[config.mk]
export PLATFORM = sky130hd
export DESIGN_NAME = sm83_bus_sched
export DESIGN_NICKNAME = d
export VERILOG_FILES = /design/src/rtl/sm83_bus_pkg.sv /design/src/rtl/sm83_tstate_gen.sv /design/src/rtl/sm83_bus_sched.sv
export SDC_FILE = /design/constraint.sdc
export NUM_CORES = 1
export LEC_CHECK = 0
export ABC_AREA = 0
export CAP_MARGIN = 20
export CORE_ASPECT_RATIO = 1.1
export CORE_MARGIN = 4
export CORE_UTILIZATION = 32
export DETAILED_ROUTE_END_ITERATION = 8
export MAX_ROUTING_LAYER = met4
export PLACE_DENSITY = 0.81
export SLEW_MARGIN = 20
export SYNTH_ARGS = -nofsm -noshare
export SYNTH_HDL_FRONTEND = slang
export SYNTH_HIERARCHICAL = 1
export SYNTH_SLANG_ARGS = --single-unit
[constraint.sdc]
create_clock -name clk -period 2 [get_ports clk]
set_input_delay 0.5 -clock clk [delete_from_list [all_inputs] [get_ports clk]]
set_output_delay 0.5 -clock clk [all_outputs]
set_load 0.01 [all_outputs]
[src/rtl/sm83_bus_pkg.sv]
// Shared types for the SM83 bus interface unit: bus owner codes, T-states,
// and helpers used by the scheduler and the phase generator.
package sm83_bus_pkg;

  typedef enum logic [1:0] {
    OWN_NONE = 2'd0,
    OWN_CPU  = 2'd1,
    OWN_DMA  = 2'd2
  } bus_owner_t;

  typedef enum logic [1:0] {
    T1 = 2'd0,
    T2 = 2'd1,
    T3 = 2'd2,
    T4 = 2'd3
  } tstate_t;

  function automatic tstate_t next_tstate(input tstate_t s);
    case (s)
      T1:      return T2;
      T2:      return T3;
      T3:      return T4;
      default: return T1;
    endcase
  endfunction

  // A burst limit of 0 still needs a one-bit counter to keep the port legal.
  function automatic int unsigned cnt_width(input int unsigned max_val);
    return (max_val < 1) ? 1 : $clog2(max_val + 1);
  endfunction

endpackage

[src/rtl/sm83_tstate_gen.sv]
// Four-phase T-state generator with a freeze input; resets into T4 so the
// first enabled edge enters T1.
module sm83_tstate_gen
  import sm83_bus_pkg::*;
(
  input  logic clk,
  input  logic reset,
  input  logic i_phase_en,
  output logic o_t1,
  output logic o_t2,
  output logic o_t3,
  output logic o_t4
);

  tstate_t r_phase;

  // NOTE: state flops use non-blocking assignment so every flop samples pre-edge values.
  always_ff @(posedge clk) begin
    if (reset) begin
      r_phase <= T4;
    end else if (i_phase_en) begin
      r_phase <= next_tstate(r_phase);
    end
  end

  assign o_t1 = (r_phase == T1);
  assign o_t2 = (r_phase == T2);
  assign o_t3 = (r_phase == T3);
  assign o_t4 = (r_phase == T4);

endmodule

[src/rtl/sm83_bus_sched.sv]
// M-cycle scheduler: arbitrates the external bus between CPU and OAM DMA at
// each T4 boundary and reports per-requester completion one M-cycle later.
module sm83_bus_sched
  import sm83_bus_pkg::*;
#(
  parameter int unsigned DMA_BURST_MAX = 4
) (
  input  logic        clk,
  input  logic        reset,
  input  logic        phase_en,
  output logic        t1,
  output logic        t2,
  output logic        t3,
  output logic        t4,
  input  logic        cpu_req,
  input  logic        cpu_we,
  input  logic [15:0] cpu_addr,
  output logic        cpu_wait,
  output logic        cpu_done,
  input  logic        dma_req,
  input  logic [15:0] dma_addr,
  output logic        dma_done,
  output logic        mread,
  output logic        mwrite,
  output logic [15:0] ain,
  output logic        apin_we,
  output logic [1:0]  owner
);

  localparam int unsigned CNT_W = cnt_width(DMA_BURST_MAX);
  localparam logic [CNT_W-1:0] BURST_LIMIT = CNT_W'(DMA_BURST_MAX);

  bus_owner_t       r_owner;
  logic [CNT_W-1:0] r_burst_cnt;

  logic w_boundary;
  logic w_cpu_starved;
  logic w_dma_grant;
  logic w_cpu_grant;

  sm83_tstate_gen u_tstate (
    .clk        (clk),
    .reset      (reset),
    .i_phase_en (phase_en),
    .o_t1       (t1),
    .o_t2       (t2),
    .o_t3       (t3),
    .o_t4       (t4)
  );

  // Reset is folded into the boundary so no strobe leaks out while the phase
  // register is still being forced back to T4.
  assign w_boundary    = t4 && phase_en && !reset;
  assign w_cpu_starved = cpu_req && (DMA_BURST_MAX != 0) && (r_burst_cnt == BURST_LIMIT);
  assign w_dma_grant   = w_boundary && dma_req && !w_cpu_starved;
  assign w_cpu_grant   = w_boundary && cpu_req && !w_dma_grant;

  assign mread    = w_dma_grant || (w_cpu_grant && !cpu_we);
  assign mwrite   = w_cpu_grant && cpu_we;
  assign apin_we  = w_dma_grant || w_cpu_grant;
  assign ain      = w_dma_grant ? dma_addr : (w_cpu_grant ? cpu_addr : 16'h0000);
  assign cpu_wait = w_boundary && cpu_req && !w_cpu_grant;
  assign cpu_done = w_boundary && (r_owner == OWN_CPU);
  assign dma_done = w_boundary && (r_owner == OWN_DMA);
  assign owner    = r_owner;

  // The burst counter only tracks DMA cycles taken while the CPU is waiting;
  // any CPU grant or idle CPU at the boundary restarts the fairness window.
  always_ff @(posedge clk) begin
    if (reset) begin
      r_owner     <= OWN_NONE;
      r_burst_cnt <= '0;
    end else if (w_boundary) begin
      r_owner <= w_dma_grant ? OWN_DMA : (w_cpu_grant ? OWN_CPU : OWN_NONE);
      if (w_cpu_grant || !cpu_req) begin
        r_burst_cnt <= '0;
      end else if (w_dma_grant && (r_burst_cnt != BURST_LIMIT)) begin
        r_burst_cnt <= r_burst_cnt + CNT_W'(1);
      end
    end
  end

endmodule

======== Yosys cells after proc, flatten, opt, wreduce, memory -nomap -nowiden ========
Index checks and enable logic that the tools add are counted.
storage, ports and cells
  register bits ........................... 7
  output and inout port bits .............. 28
  logic and storage cells ................. 43
cells by class
  add/sub/neg operators ................... 1
  eq/ne operators ......................... 7
  mux-type cells .......................... 7
  reduce and logical (&&, ||, !) cells .... 25
operators with widths
  kind                                                  count
  2-to-1 mux 16 bit                                     2
  logical AND 1 bit                                     13
  equality test 2 bit (second input constant)           3
  logical NOT 1 bit                                     6
  2-to-1 mux 3 bit                                      2
  case mux 2 bit (3 select lines)                       1
  equality test 2 x 1 -> 1 bit (second input constant)  2
  adder 3 x 1 -> 3 bit (second input constant)          1
  equality test 3 bit (second input constant)           1
  logical OR 1 bit                                      3
  inequality test 3 bit (second input constant)         1
  logical NOT 2 bit                                     1
  2-to-1 mux 2 bit                                      1
  AND reduction 2 bit                                   1
  nonzero test 2 bit                                    1
  2-to-1 mux 1 bit                                      1

======== Logic depth before layout (Yosys ltp) ========
Gate-level depths: netlist of run 1.
  depth in word-level cells ............... 10
  depth in mapped cells ................... 7
  mapped depth without buffers ............ 5

======== Modules after synthesis ========
The synthesis of run 1 kept the hierarchy.
modules (own cells, without submodules)
  module           instances  cells each  area each (µm²)
  sm83_bus_sched   1          100         645.6
  sm83_tstate_gen  1          14          131.4

======== Worst setup path after synthesis of run 1 ========
No wires, ideal clock.
  path kind ............................... reg-to-output
  start point ............................. register u_tstate.r_phase[0]
  end point ............................... output port ain[10]
  arrival time ............................ 1,346 ps
  required time ........................... 1,500 ps
  setup slack ............................. 154 ps
  cell stages (with the launch flop) ...... 6
  cells stage by stage .................... dfxtp_1 > ha_1 > nand2_2 > or2_4 > buf_2 > a21oi_1
between the ends
  longest elaborated chain between the ends .. 9
ends and longest elaborated chain
  what                              RTL line               source
  start: declaration                sm83_tstate_gen.sv:15  tstate_t r_phase;
  start signal: assignment          sm83_tstate_gen.sv:22  r_phase <= next_tstate(r_phase);
  equality test 2 bit *             sm83_tstate_gen.sv:29  assign o_t4 = (r_phase == T4);
  net t4                            sm83_bus_sched.sv:14   output logic t4,
  logical AND 1 bit * (2 in a row)  sm83_bus_sched.sv:53   assign w_boundary = t4 && phase_en && !reset;
  logical AND 1 bit (2 in a row)    sm83_bus_sched.sv:55   assign w_dma_grant = w_boundary && dma_req && !w_cpu_starved;
  logical NOT 1 bit                 sm83_bus_sched.sv:56   assign w_cpu_grant = w_boundary && cpu_req && !w_dma_grant;
  logical AND 1 bit                 sm83_bus_sched.sv:56
  2-to-1 mux 16 bit                 sm83_bus_sched.sv:61   assign ain = w_dma_grant ? dma_addr : (w_cpu_grant ? cpu_addr : 16'h0000);
  2-to-1 mux 16 bit *               sm83_bus_sched.sv:61
  end: declaration                  sm83_bus_sched.sv:25   output logic [15:0] ain,
The timed path passes the listed nets; every way through them passes the cells marked *.

======== Worst setup path after layout of run 1 ========
  start point ............................. register r_burst_cnt[1]
  end point ............................... output port ain[6]
between the ends
  longest elaborated chain between the ends .. 8
ends and longest elaborated chain
  what                      RTL line              source
  start: declaration        sm83_bus_sched.sv:34  logic [CNT_W-1:0] r_burst_cnt;
  start signal: assignment  sm83_bus_sched.sv:78  r_burst_cnt <= r_burst_cnt + CNT_W'(1);
  equality test 3 bit *     sm83_bus_sched.sv:54  assign w_cpu_starved = cpu_req && (DMA_BURST_MAX != 0) && (r_burst_cnt == BURST_LIMIT);
  logical AND 1 bit *       sm83_bus_sched.sv:54
  logical NOT 1 bit *       sm83_bus_sched.sv:55
  logical AND 1 bit *       sm83_bus_sched.sv:55
  logical NOT 1 bit         sm83_bus_sched.sv:56
  logical AND 1 bit         sm83_bus_sched.sv:56
  2-to-1 mux 16 bit         sm83_bus_sched.sv:61
  2-to-1 mux 16 bit *       sm83_bus_sched.sv:61
Every way passes the cells marked *; elsewhere a longest branch is shown, timed or not.

==> results.txt, run 1 <==
Status -> finished, violations left
Failing checks -> setup timing
Pin count of the biggest net entering global routing -> 23
Placer congestion estimate -> 0.744
Post-synthesis cell count -> 114
TritonCTS clock tree -> done
Post-Syn Area per Cell -> 6.82 um^2
Crit-path slowest cell -> dfxtp_2
P&R area growth vs syn -> 113%
Syn. warnings -> 6
Vias/cell -> 5.38
Syn Nets -> 158
Kind of critical path -> flip-flop to primary output
Layout Skew -> 0.00892 ns
WL final -> 3640 um
Crit Path Max Fanout -> 8
Number of buffers and inverters on the critical path -> 3
Levels on crit path -> 7
R2R cell count -> 5
Initial drt markers -> 37
Worst path required time -> 1.50 ns
Clk root buf -> clkbuf_4
H-tree levels -> 1
GRT Overall Usage -> 22.0%
PwrDens -> 333 nW/um^2
WL/cell -> 16.1 um
Grt total ovfl -> 0
Fin crit period -> 2.00 ns
Layout Nets -> 241
Final setup margin -> -0.000544 ns
CP Launch Type -> flip-flop
Vias in the first global route -> 1188
Later-pin clock latency in the skew report -> 0.25 ns
First-pass GRT wire length -> 5220 um
Worst hold stages -> 2
Crit path cell chain -> inv_2 -> ha_4 -> nand3_4 -> buf_12 -> nand3_1 -> a21oi_2 -> buf_2
Core area -> 2270 um^2
I/O pin cnt -> 66
CP Data Arrival Time -> 1.50 ns
# DRC -> 0
Total CTS buffers -> 3
Die Y -> 59.7 um
Reg clk slew, reported paths -> 0.06 ns
Via count -> 1215
Worst slew margin -> 85.4%
Yosys reg bits -> 7
Pre-Repair DR Iteration Count -> 4
Port Buffer Count -> 65
Site Rows -> 18
Fin crit share -> 100%
Final hold viol count -> 0
Hpwl dp -> 2470 um
Finished Core Util -> 72.7%
Unrepaired setup endpoints after global routing -> true
Worst stage delay on the critical path -> 0.34 ns
Synth Cell Area -> 777 um^2
Post-route antenna net violation count -> 0
Initial Util -> 34.2%
CTS Hold Bufs -> 0
Final Max Tran Viols -> 0
Post-CTS setup buffer count -> 0
# setup viols final -> 1
Static Leak -> 0.737 nW
DIE AREA -> 3280 um^2
CTS Buffer Depth -> 2
Pre-CTS setup slack -> -0.626 ns
Max-capacitance violation count -> 0
Peak Freq -> 0.500 GHz
VDD IR-drop max -> 0.000485 V
ANT cells -> 0
Initial antenna violation count -> 0
CP top delay family -> flip-flops
Die X -> 55.0 um
Clock net sink count -> 7
Slew @ Worst Pin -> 0.219 ns
Distinct cells, synth -> 28
Seq/Total Area, Yosys -> 18.0%
Layout cell share with drive strength beyond 1 -> 37.8%
Hold Crit Class -> flip-flop to flip-flop
Crit path capture type -> primary output
state kept, by name (all words and copies together), names as in the netlist:
signal	cells
u_tstate/r_phase	2
owner	2
r_burst_cnt	3
worst paths after layout:
kind / from / endpoint / slack, ns
hold reg to reg: owner[0] / owner[0] / 0.51
setup / recovery: r_burst_cnt[1] / ain[6] / -0.0005
hold / removal: owner[0] / owner[0] / 0.51
setup reg to reg: r_burst_cnt[1] / r_burst_cnt[0] / 0.69
cells by family (layout without fill, tap and decap cells):
| family | after synthesis | count (layout) | share of synthesized area [%] |
|---|---|---|---|
| adders and majority gates | 6 | 6 | 9.66 |
| buffers and inverters | 16 | 95 | 11.1 |
| DFF | 7 | 7 | 18.0 |
| AOI/OAI and AO/OA | 28 | 28 | 21.4 |
| and+or+nand+nor | 57 | 60 | 39.8 |
cells in the mapped netlist:
cell type / count / area (um^2)
nand3_1: 34 / 170
a21oi_1: 20 / 100
dfxtp_1: 7 / 140
nand2_1: 7 / 26.3
buf_2: 6 / 30.0
ha_1: 6 / 75.1
inv_1: 6 / 22.5
nor2_1: 5 / 18.8
buf_6: 2 / 22.5
nand2b_1: 2 / 12.5
nor3b_2: 2 / 25.0
a2111o_1: 1 / 11.3
a211o_1: 1 / 8.76
a21bo_1: 1 / 10.0
a31oi_1: 1 / 6.26
and3b_1: 1 / 8.76
and4_1: 1 / 8.76
buf_4: 1 / 7.51
clkbuf_1: 1 / 3.75
nand2_2: 1 / 6.26
nand3_2: 1 / 10.0
nand3b_1: 1 / 7.51
nand4_1: 1 / 6.26
o211ai_1: 1 / 7.51
o21ai_0: 1 / 5.00
o221ai_1: 1 / 8.76
o32ai_1: 1 / 8.76
or2_4: 1 / 8.76
worst min-delay path, delay by kind of cell (launching register included):
family / cells / cell delay (ns)
AO/OA/AOI/OAI: 1 / 0.06
AND/OR/NAND/NOR: 1 / 0.07
flip-flops: 1 / 0.34
power breakdown:
part           switching, mW  leakage (nW)  internal [mW]
Combinational          0.117         0.662          0.154
Sequential           0.00675        0.0578          0.147
Clock                 0.0534        0.0177         0.0731
Total                  0.177         0.737          0.374
final cells by class:
| type | instances | area (um^2) |
|---|---|---|
| clock buffer | 3 | 22.5 |
| clock inverter | 1 | 5.00 |
| fill | 189 | 622 |
| inverter | 6 | 22.5 |
| multi-input combinational | 94 | 667 |
| sequential | 7 | 145 |
| tap | 30 | 37.5 |
| timing repair buffer | 85 | 753 |
what timing repair did:
action                                  in CTS  in global routing
endpoints found under the hold margin        0                  0
resized for setup                          112                 16
pin swaps                                   10                  6
gates cloned                                 4                  0
endpoints found under the setup margin      24                 21
placed cells by master (no fill, tap or decap), types with 3 or more instances in the layout:
master and n:
nand3_1 30, nor2_1 5, clkbuf_4 3, ha_1 4, or2_4 4, buf_2 20
a21oi_2 5, nand2_1 6, inv_1 4, dfxtp_1 3, a21oi_1 15, clkdlybuf4s50_1 36
dlygate4sd2_1 3, buf_6 3, buf_4 14, nand3_2 4, dfxtp_2 4
through the flow:
step	hold slack, ns	power [mW]	std cells	area (um^2)	TNS, ns
floorplan	0.447	0.253	114	777	0
CTS	0.518	0.546	226	1600	0
global route	0.548	0.587	226	1650	-0.620
global placement	0.486	0.405	218	1570	-12.59
finish	0.513	0.551	226	1650	-0.000544
detailed placement	0.510	0.412	218	1570	-13.02
per-layer routing:
layer	wire [um]	share of wire (%)	track usage (%)	up-vias
met5	0	0	-	-
met4	103	2.8	6.25	0
met1	1290	36	22.7	562
li1	-	-	-	578
met2	1780	49	39.4	65
met3	465	13	6.73	10
No activity file was read; power rests on OpenSTA's default activity.
==> run 2: changes to the inputs <==
--- a/config.mk
+++ b/config.mk
@@ -6,7 +6,6 @@
 export NUM_CORES = 1
 export LEC_CHECK = 0
 export ABC_AREA = 0
-export CAP_MARGIN = 20
 export CORE_ASPECT_RATIO = 1.1
 export CORE_MARGIN = 4
 export CORE_UTILIZATION = 32
==> results of run 2 <==
Same layout as run 1: the final DEF is identical, and so are final timing and power.
==> run 3: changes to the inputs <==
==> constraint.sdc (replaced) <==
create_clock -name clk -period 1.9 [get_ports clk]
set_input_delay 0.475 -clock clk [delete_from_list [all_inputs] [get_ports clk]]
set_output_delay 0.475 -clock clk [all_outputs]
set_load 0.01 [all_outputs]
==> run 3 against run 2 <==
  * The run still ends with setup timing left
  * Die area is the same
  * Power grew 11%
  * Critical path depth is the same
  * Register-to-register slack lost 0.11 ns
  * Clock skew grew 0.00069 ns
  * Non-clock buffer count grew 4
  * First-iteration DRC count shrank 5.4%
  * Final area grew 5.8%
  * Wire length grew 8.7%
  * Worst hold slack gained 0.0099 ns
  * Count of clock-buffer cells in the layout is the same
  * Largest power group unchanged
==> results.txt, run 3 (synthesis results as in run 1) <==
Initial drt markers -> 35 (-5.4%)
TritonCTS clock tree -> done
VDD IR-drop max -> 0.000392 V (-19%)
Switch Pwr -> 208 uW (+18%)
Die X -> 55.0 um (unchanged)
Peak Freq -> 0.501 GHz
Worst path required time -> 1.42 ns (-0.08 ns)
Site Rows -> 18 (unchanged)
GRT Overall Usage -> 24.2% (+2.2 points)
Inst Count DP -> 218 (unchanged)
Worst hold stages -> 2 (unchanged)
CP Launch Type -> flip-flop
Hold Crit Start -> owner[0]
Pin count of the biggest net entering global routing -> 23 (unchanged)
DP Area -> 1570 um^2 (unchanged)
Hold endpoint -> owner[0]
Final Max Tran Viols -> 0 (unchanged)
CTS Buffer Depth -> 2 (unchanged)
Worst slew margin -> 84.9% (-0.51 points)
Max-capacitance violation count -> 0 (unchanged)
Hpwl dp -> 2470 um (unchanged)
Vias/cell -> 5.51 (+2.5%)
PwrDens -> 350 nW/um^2 (+5.1%)
Pre-CTS setup slack -> -0.676 ns (-0.0500 ns)
Port Buffer Count -> 65 (unchanged)
R2r endpoint -> r_burst_cnt[0]
Kind of critical path -> flip-flop to primary output
TNS Setup -> -1.30 ns (-1.30 ns)
# DRC -> 0 (unchanged)
Vias in the first global route -> 1220 (+2.7%)
H-tree levels -> 1 (unchanged)
Reg clk slew, reported paths -> 0.06 ns (about the same)
Initial antenna violation count -> 0 (unchanged)
WL final -> 3950 um (+8.7%)
Final hold viol count -> 0 (unchanged)
Layout Nets -> 245 (+1.7%)
Sw Share -> 34.0% (+1.9 points)
Crit-path slowest cell -> dfxtp_2
Reg2Reg Launch Point -> r_burst_cnt[1]
Final setup margin -> -0.0970 ns (-0.0965 ns)
Crit Path Max Fanout -> 8 (unchanged)
Layout cell share with drive strength beyond 1 -> 45.5% (+7.7 points)
R2R cell count -> 5 (unchanged)
Cell Int Power -> 405 uW (+8.1%)
P&R area growth vs syn -> 125%
Static Leak -> 0.755 nW (+2.4%)
Commonest non-fill, non-tap cells in the layout -> 35 x clkdlybuf4s50_1, 25 x nand3_1, 22 x buf_2, 17 x buf_4, 13 x a21oi_2
# setup viols final -> 16 (+15)
Part of the power in the clock network -> 23.0% (about the same)
Max FFs per register -> 3 (unchanged)
Later-pin clock latency in the skew report -> 0.26 ns (about the same)
Post-Layout Cell Count -> 230 (+1.8%)
Failing checks -> setup timing
Fin crit period -> 2.00 ns
Initial Util -> 34.2% (unchanged)
ANT cells -> 0 (unchanged)
Design Area, Final -> 1750 um^2 (+5.8%)
Number of fill cells -> 167 (-12%)
Most common cell after layout, fill and taps aside -> clkdlybuf4s50_1
Grt total ovfl -> 0 (unchanged)
Clk root buf -> clkbuf_4
CTS Hold Bufs -> 0 (unchanged)
CP Data Arrival Time -> 1.52 ns (+0.02 ns)
Hold Crit Class -> flip-flop to flip-flop
Pre-Repair DR Iteration Count -> 4 (unchanged)
Crit path cell chain -> inv_2 -> ha_4 -> a21bo_4 -> buf_12 -> nand3_1 -> a21oi_1 -> buf_2
DIE AREA -> 3280 um^2 (unchanged)
Biggest register -> r_burst_cnt
Layout Skew -> 0.00961 ns (+0.000688 ns)
Status -> finished, violations left
Setup slack, reg-to-reg -> 0.58 ns (-0.11 ns)
Via count -> 1268 (+4.4%)
Core area -> 2270 um^2 (unchanged)
Clock net sink count -> 7 (unchanged)
Worst stage delay on the critical path -> 0.32 ns (-0.02 ns)
Crit path capture type -> primary output
Fin crit share -> 105%
Unrepaired setup endpoints after global routing -> true
I/O pin cnt -> 66 (unchanged)
Total CTS buffers -> 3 (unchanged)
Combinational share of power -> 50.5% (+1.4 points)
First-pass GRT wire length -> 5700 um (+9.3%)
Post-route antenna net violation count -> 0 (unchanged)
Seq pwr share -> 26.5% (-1.5 points)
WL/cell -> 17.2 um (+6.8%)
Placer congestion estimate -> 0.744 (unchanged)
Slew @ Worst Pin -> 0.226 ns (+0.00737 ns)
Die Y -> 59.7 um (unchanged)
==> run 3: cell count changes in the layout (fill, tap and decap cells not counted) <==
cell | previous run | this run
a21oi_1 | 15 | 7
a21oi_2 | 5 | 13
nand3_1 | 30 | 25
nand3_2 | 4 | 8
buf_4 | 14 | 17
buf_2 | 20 | 22
clkdlybuf4s15_2 | 2 | 0
buf_16 | 1 | 2
clkdlybuf4s15_1 | 2 | 3
clkdlybuf4s50_1 | 36 | 35
dlygate4sd2_1 | 3 | 4
dlymetal6s2s_1 | 1 | 0
nand3_4 | 1 | 2
==> run 3: what timing repair did <==
item | CTS | global route
buffers inserted | 0 | 3
setup endpoints to repair | 26 | 21
cloned | 5 | 0
hold endpoints to repair | 0 | 0
pin swaps | 10 | 15
gates resized for setup | 124 | 23
==> run 3: metrics by stage <==
step	utilization (%)	hold WS, ns	power [mW]
after floorplan	-	0.447	0.266
after global placement	69.0	0.486	0.426
after detailed placement	69.0	0.510	0.434
after CTS	72.2	0.518	0.583
after global routing	76.9	0.548	0.647
final	76.9	0.523	0.613
==> run 3: how the worst max path moves through the flow <==
stage                                   start  endpoint  slack (ns)  cells past startpoint
after global placement               phase_en  cpu_done       -0.66                      5
after global routing           r_burst_cnt[0]    ain[1]       -0.16                      7
after CTS                      r_burst_cnt[1]   ain[15]       -0.09                      7
after floorplan           u_tstate/r_phase[0]   ain[10]        0.08                      5
after detailed placement              dma_req    ain[2]       -0.68                      6
final                          r_burst_cnt[0]   ain[15]        -0.1                      7
==> run 3: cell type report <==
type | count | area (um^2) | area share [%]
repair buffers | 89 | 787 | 45.0
multi-input cells | 94 | 729 | 41.7
flip-flops and latches | 7 | 145 | 8.30
well taps | 30 | 37.5 | 2.15
clock buffers | 3 | 22.5 | 1.29
inverters | 6 | 22.5 | 1.29
clock inverters | 1 | 5.00 | 0.286
==> run 3: critical path: cells and delay by family, from the launching register on <==
kind            cells  cell delay (ns)
flops               1             0.32
buf+inv             3             0.35
compound gates      2             0.32
fa+ha+maj           1             0.17
simple gates        1             0.09
==> run 3: per-layer routing <==
| layer | wire length (um) | share of wire [%] | vias to the layer above | global-route usage, % |
|---|---|---|---|---|
| met5 | 0 | 0 | - | - |
| met1 | 1450 | 37 | 580 | 25.5 |
| li1 | - | - | 589 | - |
| met3 | 468 | 12 | 15 | 6.48 |
| met2 | 1910 | 48 | 84 | 43.1 |
| met4 | 127 | 3.2 | 0 | 7.29 |
==> run 3: power by group through the flow <==
stage | Sequential [mW] | Combinational [mW] | Clock, mW
after global placement | 0.162 | 0.264 | 0
final | 0.162 | 0.310 | 0.141
after global routing | 0.163 | 0.333 | 0.151
after detailed placement | 0.163 | 0.271 | 0
after floorplan | 0.164 | 0.103 | 0
after CTS | 0.161 | 0.282 | 0.141
